[src/rtl/arm_pkg.sv]
// rtl/arm_pkg.sv - mode encodings, banked register indices, vector offsets and FSM states
package arm_pkg;

    typedef enum logic [2:0] {
        ST_IDLE,
        ST_SAVE_SPSR,
        ST_SAVE_LR,
        ST_SET_CPSR,
        ST_SET_PC
    } exc_state_t;

    // Request bit positions inside exc_req
    localparam int EXC_SVC = 0;
    localparam int EXC_UND = 1;
    localparam int EXC_IRQ = 2;
    localparam int EXC_ABT = 3;

    localparam logic [4:0] MODE_SVC = 5'b10011;
    localparam logic [4:0] MODE_ABT = 5'b10111;
    localparam logic [4:0] MODE_IRQ = 5'b10010;
    localparam logic [4:0] MODE_UND = 5'b11011;

    localparam logic [4:0] REG_PC       = 5'd15;
    localparam logic [4:0] REG_CPSR     = 5'd16;
    localparam logic [4:0] REG_R14_SVC  = 5'd18;
    localparam logic [4:0] REG_SPSR_SVC = 5'd19;
    localparam logic [4:0] REG_R14_ABT  = 5'd21;
    localparam logic [4:0] REG_SPSR_ABT = 5'd22;
    localparam logic [4:0] REG_R14_IRQ  = 5'd24;
    localparam logic [4:0] REG_SPSR_IRQ = 5'd25;
    localparam logic [4:0] REG_R14_UND  = 5'd27;
    localparam logic [4:0] REG_SPSR_UND = 5'd28;

    localparam logic [31:0] VEC_UND = 32'h04;
    localparam logic [31:0] VEC_SVC = 32'h08;
    localparam logic [31:0] VEC_ABT = 32'h10;
    localparam logic [31:0] VEC_IRQ = 32'h18;

    typedef struct packed {
        logic [4:0]  mode;
        logic [4:0]  spsr_idx;
        logic [4:0]  lr_idx;
        logic [31:0] vec_off;
    } exc_info_t;

    function automatic exc_info_t exc_info(input logic [3:0] onehot);
        exc_info_t info;
        case (onehot)
            4'b1000: info = '{MODE_ABT, REG_SPSR_ABT, REG_R14_ABT, VEC_ABT};
            4'b0100: info = '{MODE_IRQ, REG_SPSR_IRQ, REG_R14_IRQ, VEC_IRQ};
            4'b0010: info = '{MODE_UND, REG_SPSR_UND, REG_R14_UND, VEC_UND};
            default: info = '{MODE_SVC, REG_SPSR_SVC, REG_R14_SVC, VEC_SVC};
        endcase
        return info;
    endfunction

endpackage

[src/rtl/exc_prio_enc.sv]
// rtl/exc_prio_enc.sv - fixed-priority one-hot encoder, bit 3 highest
module exc_prio_enc (
    input  logic [3:0] req,
    output logic [3:0] grant,
    output logic       valid
);

    always_comb begin
        grant = 4'b0000;
        if (req[3])      grant = 4'b1000;
        else if (req[2]) grant = 4'b0100;
        else if (req[1]) grant = 4'b0010;
        else if (req[0]) grant = 4'b0001;
    end

    assign valid = |req;

endmodule

[src/rtl/exc_entry_sequencer.sv]
// rtl/exc_entry_sequencer.sv - exception entry register-bank write sequencer; EXC_IRQ_MASK_EN gates irq on CPSR.I
module exc_entry_sequencer
    import arm_pkg::*;
#(
    parameter logic [31:0] LR_OFFSET   = 32'd4,
    parameter logic [31:0] VECTOR_BASE = 32'h0
) (
    input  logic        clk,
    input  logic        reset,
    input  logic [3:0]  exc_req,
    input  logic [31:0] cur_pc,
    input  logic [31:0] cpsr_in,
    input  logic        wb_req,
    input  logic [4:0]  wb_sel,
    input  logic [31:0] wb_data,
    output logic        wb_gnt,
    output logic        write_enable,
    output logic [4:0]  write_sel,
    output logic [31:0] reg_in,
    output logic [3:0]  exc_ack,
    output logic        busy
);

    exc_state_t  state;
    logic [3:0]  qual_req;
    logic [3:0]  grant;
    logic        grant_valid;
    exc_info_t   grant_info;

    logic [3:0]  grant_q;
    logic [4:0]  lr_idx_q;
    logic [31:0] lr_q;
    logic [31:0] new_cpsr_q;
    logic [31:0] vec_q;
    logic [4:0]  seq_sel;
    logic [31:0] seq_data;
    logic [3:0]  seq_ack;

    always_comb begin
        qual_req = exc_req;
`ifdef EXC_IRQ_MASK_EN
        if (cpsr_in[7]) qual_req[EXC_IRQ] = 1'b0;
`else
        qual_req[EXC_IRQ] = exc_req[EXC_IRQ];
`endif
    end

    exc_prio_enc u_prio (
        .req   (qual_req),
        .grant (grant),
        .valid (grant_valid)
    );

    assign grant_info = exc_info(grant);

    // Everything needed later is captured at acceptance, so requests and
    // CPU state may change freely once the sequence has started.
    always_ff @(posedge clk) begin
        if (reset) begin
            state      <= ST_IDLE;
            grant_q    <= '0;
            lr_idx_q   <= '0;
            lr_q       <= '0;
            new_cpsr_q <= '0;
            vec_q      <= '0;
            seq_sel    <= '0;
            seq_data   <= '0;
            seq_ack    <= '0;
        end else begin
            case (state)
                ST_IDLE: begin
                    if (grant_valid) begin
                        state      <= ST_SAVE_SPSR;
                        grant_q    <= grant;
                        lr_idx_q   <= grant_info.lr_idx;
                        lr_q       <= cur_pc + LR_OFFSET;
                        new_cpsr_q <= {cpsr_in[31:8], 1'b1, cpsr_in[6:5], grant_info.mode};
                        vec_q      <= VECTOR_BASE + grant_info.vec_off;
                        seq_sel    <= grant_info.spsr_idx;
                        seq_data   <= cpsr_in;
                        seq_ack    <= '0;
                    end
                end
                ST_SAVE_SPSR: begin
                    state    <= ST_SAVE_LR;
                    seq_sel  <= lr_idx_q;
                    seq_data <= lr_q;
                end
                ST_SAVE_LR: begin
                    state    <= ST_SET_CPSR;
                    seq_sel  <= REG_CPSR;
                    seq_data <= new_cpsr_q;
                end
                ST_SET_CPSR: begin
                    state    <= ST_SET_PC;
                    seq_sel  <= REG_PC;
                    seq_data <= vec_q;
                    seq_ack  <= grant_q;
                end
                ST_SET_PC: begin
                    state    <= ST_IDLE;
                    seq_sel  <= '0;
                    seq_data <= '0;
                    seq_ack  <= '0;
                end
                default: state <= ST_IDLE;
            endcase
        end
    end

    // Writeback always owns the bank in IDLE, including the acceptance cycle.
    always_comb begin
        wb_gnt       = 1'b0;
        write_enable = 1'b0;
        write_sel    = '0;
        reg_in       = '0;
        exc_ack      = '0;
        busy         = 1'b0;
        if (!reset) begin
            if (state == ST_IDLE) begin
                wb_gnt       = wb_req;
                write_enable = wb_req;
                if (wb_req) begin
                    write_sel = wb_sel;
                    reg_in    = wb_data;
                end
            end else begin
                busy         = 1'b1;
                write_enable = 1'b1;
                write_sel    = seq_sel;
                reg_in       = seq_data;
                exc_ack      = seq_ack;
            end
        end
    end

endmodule

[config.mk]
export PLATFORM = sky130hd
export DESIGN_NAME = exc_entry_sequencer
export DESIGN_NICKNAME = d
export VERILOG_FILES = /design/src/rtl/arm_pkg.sv /design/src/rtl/exc_prio_enc.sv /design/src/rtl/exc_entry_sequencer.sv
export SDC_FILE = /design/constraint.sdc
export NUM_CORES = 1
export LEC_CHECK = 0
export ABC_AREA = 1
export CAP_MARGIN = 20
export CORE_UTILIZATION = 63
export DETAILED_ROUTE_END_ITERATION = 10
export DONT_BUFFER_PORTS = 1
export PLACE_DENSITY = 0.9
export SLEW_MARGIN = 20
export SYNTH_ARGS = -nofsm -noshare
export SYNTH_HDL_FRONTEND = slang
export SYNTH_SLANG_ARGS = --single-unit
[constraint.sdc]
create_clock -name clk -period 1.85 [get_ports clk]
set_clock_uncertainty 0.05 [all_clocks]
set_input_delay 0.2775 -clock clk [delete_from_list [all_inputs] [get_ports clk]]
set_output_delay 0.2775 -clock clk [all_outputs]
set_load 0.005 [all_outputs]
# Yosys cells after proc, flatten, opt, wreduce, memory -nomap -nowiden
# Cells that the tools add are included.
# Widths: inputs -> output; s select.
[word_totals]
output_inout_bits = 44
reg_bits = 149
wordCells = 52
[op_classes]
muxes = 27
eq_ne = 8
addsub = 1
reduce_logical = 7
[op_table]
columns = ["operator", "n"]
rows = [
  ["$pmux 32 s5", 1],
  ["$pmux 46 s3", 1],
  ["$mux 32", 4],
  ["$add 32x3->32 const B", 1],
  ["$pmux 5 s5", 1],
  ["$mux 4", 6],
  ["$mux 5", 4],
  ["$pmux 3 s4", 1],
  ["$pmux 4 s3", 1],
  ["$mux 1", 7],
  ["$eq 3x2->1 const B", 2],
  ["$reduce_and 2->1", 3],
  ["$reduce_bool 5->1", 1],
  ["$eq 4x2->1 const B", 1],
  ["$eq 4x3->1 const B", 1],
  ["$eq 4x4->1 const B", 1],
  ["$reduce_or 4->1", 1],
  ["$eq 3x1->1 const B", 1],
  ["$eq 3x3->1 const B", 1],
  ["$logic_not 3->1", 1],
  ["$mux 3", 1],
  ["$reduce_bool 3->1", 1],
  ["$ne 2x2->1 const B", 1],
]

# Logic depth before layout (Yosys ltp)
[depth]
ltp_word = 8
mapped_depth = 10
depth_no_buf = 10

# Modules after synthesis
# A second synthesis with hierarchy kept.
[unflattened]
hier_cells = 931
hier_area_um2 = 6124.6
[modules_own_cells]
columns = ["mod", "cells_per_inst", "area_each_um2", "instances", "seq_area_each_um2"]
rows = [
  ["exc_entry_sequencer", 919, 6073.3, 1, 2302.2],
  ["exc_prio_enc", 12, 51.3, 1, 0.0],
]

# Worst setup path before layout
# Ideal clock, no wire load.
[synth_timing]
path_type = "flip-flop to output port"
from = "register state[2]"
to = "output reg_in[10]"
stages_incl_launch_ff = 8
t_arrival_ps = 1249
required_ps = 1522
slack_ps = 274
path_buffers = 2
cell_sequence = "dfxtp_1 nor2_1 nand2_4 inv_2 nor2_2 buf_4 buf_4 a22o_1"
[synth_between]
elab_chain_len = 3
[synth_lines]
columns = ["item", "line", "source"]
rows = [
  ["from (decl)", "exc_entry_sequencer.sv:24", "exc_state_t state;"],
  ["from (signal assigned)", "exc_entry_sequencer.sv:60", "state <= ST_IDLE;"],
  ["from (signal assigned)", "exc_entry_sequencer.sv:73", "state <= ST_SAVE_SPSR;"],
  ["from (signal assigned)", "exc_entry_sequencer.sv:85", "state <= ST_SAVE_LR;"],
  ["$logic_not 3->1", "exc_entry_sequencer.sv:120", "if (state == ST_IDLE) begin"],
  ["$mux 32", "exc_entry_sequencer.sv:120", ""],
  ["$mux 32", "exc_entry_sequencer.sv:119", "if (!reset) begin"],
  ["to (decl)", "exc_entry_sequencer.sv:19", "output logic [31:0] reg_in,"],
]
# Every way passes these cells.

# Final worst setup path
[layout_timing]
from = "register state[2]"
to = "output write_sel[0]"
[layout_between]
elab_chain_len = 3
[layout_lines]
columns = ["item", "line", "source"]
rows = [
  ["$logic_not 3->1", "exc_entry_sequencer.sv:120", ""],
  ["$mux 5", "exc_entry_sequencer.sv:120", ""],
  ["$mux 5", "exc_entry_sequencer.sv:119", ""],
  ["to (decl)", "exc_entry_sequencer.sv:18", "output logic [4:0] write_sel,"],
]
# Every way passes these cells.

==> summary.md <==
| Metric | Value |
|---|---|
| ANT nets after route | `0` |
| H-tree depth | `4` |
| Yosys top cell by area | `dfxtp_1` |
| Final min period | `2.07 ns` |
| Number of synthesized register bits | `115` |
| Slew margin rel. | `74.0%` |
| Area growth syn-to-layout | `22.0%` |
| Clock transition at path regs | `0.05 ns` |
| First-pass GRT wire length | `30500 um` |
| Power density over the cells | `964 mW/mm2` |
| Vias in the first global route | `6454` |
| Number of max-cap violations | `0` |
| Via/cell ratio | `5.94` |
| Failing checks | `negative setup slack` |
| Tot Pwr | `7.23 mW` |
| GRT overflow | `0` |
| Diodes inserted | `0` |
| Critical Path RT | `1.52 ns` |
| Root Buffer | `clkbuf_8` |
| # port buffers | `0` |
| Top cell type's share of synthesized area | `37.4%` |
| Pins Over Slew Limit | `0` |
| Largest cells by area after synthesis | `dfxtp_1 (37%), nand2_1 (12%), nor2_1 (11%)` |
| Final worst slack | `-0.221 ns` |
| R2R setup slack | `0.13 ns` |
| Worst slew pin tran | `0.388 ns` |
| GRT Total Usage | `38.6%` |
| Critical Path Fanout Max | `10` |
| Total wire length | `19100 um` |
| Most common cell after layout, fill and taps aside | `nand2_1` |
| Worst Hold Class | `input port to flip-flop` |
| Final hold viol count | `0` |
| Hold Slack | `0.0142 ns` |
| Ratio of cells with drive above 1 in the final layout | `7.98%` |
| First-pass detailed-route iteration total | `7` |
| CTS tree | `yes` |
| Setup tns final | `-7.09 ns` |
| Tcrit/Tclk final | `112%` |
| Crit path DAT | `1.74 ns` |
| Final setup vio count | `37` |
| Starting DRT DRC Count | `693` |
| Clock Latency Late Sink | `0.51 ns` |
| Setup crit start kind | `flip-flop` |
| Most frequent cells in the layout | `nand2_1 (198), nor2_1 (173), dfxtp_1 (113)` |
| Status | `finished with violations` |
| # rows | `35` |
| Syn_area_per_cell | `6.50 um2` |
| Synth cell types | `31` |
| Sequential-to-total area share from yosys stat | `37.4%` |
| GP Congestion | `0.958` |
| GRT Max-Usage Layer | `met2` |
| Endpoint class of the critical path | `output pin` |
| Initial core utilization | `65.6%` |
| Syn Nets | `1056` |
| # clock sinks | `115` |
| # IOs | `152` |
| Mapped Area | `0.00615 mm2` |
| Lkg Pwr | `3.38 nW` |
| Initial antenna violation count | `0` |
| DR WL/cell | `16.7 um` |
| Height of the die | `101 um` |
| RSZ-0062 raised after global routing | `yes` |
| GRT met1 Usage | `46.3%` |
| Core area | `0.00937 mm2` |
| Setup CP Type | `flip-flop to output pin` |
| F_max | `483 MHz` |
| Max Buffers Root-to-Sink | `2` |
| Drt drc | `0` |
| Post-Synthesis Cells | `947` |
| Worst vdd ir | `0.887 mV` |
| Met3 Use GR | `9.43%` |
| Die Footprint | `0.0102 mm2` |
| Chip width | `101 um` |
| CTS Buf Count | `17` |
| Routed vias | `6792` |
| Met2 usage | `63.5%` |
| Number of synthesis warnings | `0` |
| HPWL Detailed | `11300 um` |
| Nets | `1113` |
| Largest net degree at the start of global routing | `67` |
## metal layers
metal | wire length, um | part of all wire (%)
met5 | 0 | 0
met4 | 906 | 4.8
met3 | 1690 | 8.8
met2 | 9120 | 48
met1 | 7350 | 39
## final timing paths
path                               from                    endpoint  depth (start not counted)
max reg2reg       state[2]$_SDFFE_PP0P_   seq_data[19]$_SDFFE_PP0P_                         10
min reg2reg  new_cpsr_q[6]$_SDFFE_PP0P_  new_cpsr_q[6]$_SDFFE_PP0P_                          2
max               state[2]$_SDFFE_PP0P_                write_sel[0]                          5
min                          cur_pc[31]       lr_q[31]$_SDFFE_PP0P_                          4
## where the power goes
group | internal, mW | leakage (nW) | switching [mW] | total, mW
logic | 0.568 | 2.18 | 0.931 | 1.50
registers | 2.77 | 0.954 | 0.142 | 2.91
clock network | 1.69 | 0.245 | 1.13 | 2.82
total | 5.03 | 3.38 | 2.20 | 7.23
## Yosys cell counts
master and count:
or2_1 2, buf_2 25, nand2_4 3, buf_1 3, inv_2 7, nor3_1 2
o21ai_0 105, nor2_1 174, nand2_2 2, inv_4 1, dfxtp_1 115, xor2_1 4
nand4_1 2, nand3_1 76, o22ai_1 5, or2_2 2, o21ai_1 5, ha_1 1
o21ai_2 1, nand2_1 198, nor3_2 1, clkbuf_1 13, buf_4 12, a22o_1 38
o211a_1 1, xnor2_1 4, nor2_4 3, nor2_2 2, inv_1 83, a21oi_1 56
o21a_1 1
## metrics by stage
step                util, %  cells  instance area, um2  setup WS (ns)
floorplan                 -    947                6150          0.274
global placement       66.8   1043                6260          0.273
detailed placement     66.8   1043                6260          0.211
CTS                    79.8   1142                7480         -0.230
global route           80.1   1144                7500         -0.328
finish                 80.1   1144                7500         -0.221
## final cells by class
cell class,count,area (um2)
flip-flops and latches,115,2310
inverters,91,344
fillers,652,1870
clock inverters,9,60.1
repair buffers,91,925
well taps,129,161
clock buffers,21,449
multi-input cells,688,3260
## worst max-delay path, stage by stage (launching register included)
cell,delay (ns)
dfxtp_4,0.35
nor2_4,0.11
nand2_4,0.08
nor3_4,0.28
buf_4,0.25
a22o_1,0.18
## registers in the layout (all words and copies together) (netlist names)
signal      flops
seq_sel         5
lr_q           32
vec_q           2
new_cpsr_q     29
lr_idx_q        4
grant_q         4
state           3
seq_ack         4
seq_data       32
## timing repair
item / 4_1_cts / 5_1_grt
setup buffers: 3 / 1
hold endpoints to repair: 102 / 1
cloned: 3 / 0
pin swaps: 1 / 1
resized for setup: 11 / 2
hold buffers: 63 / 1
endpoints found under the setup margin: 38 / 39
## cells by family after synthesis
group                      Yosys count  synth area share [%]
AOI/OAI and AO/OA                  212                  19.8
buffers and inverters              144                  10.1
and+or+nand+nor                    467                  31.3
DFF                                115                  37.4
adders and majority gates            1                 0.203
xor gates and xnor gates             8                  1.14
No activity file was read; power rests on OpenSTA's default activity.
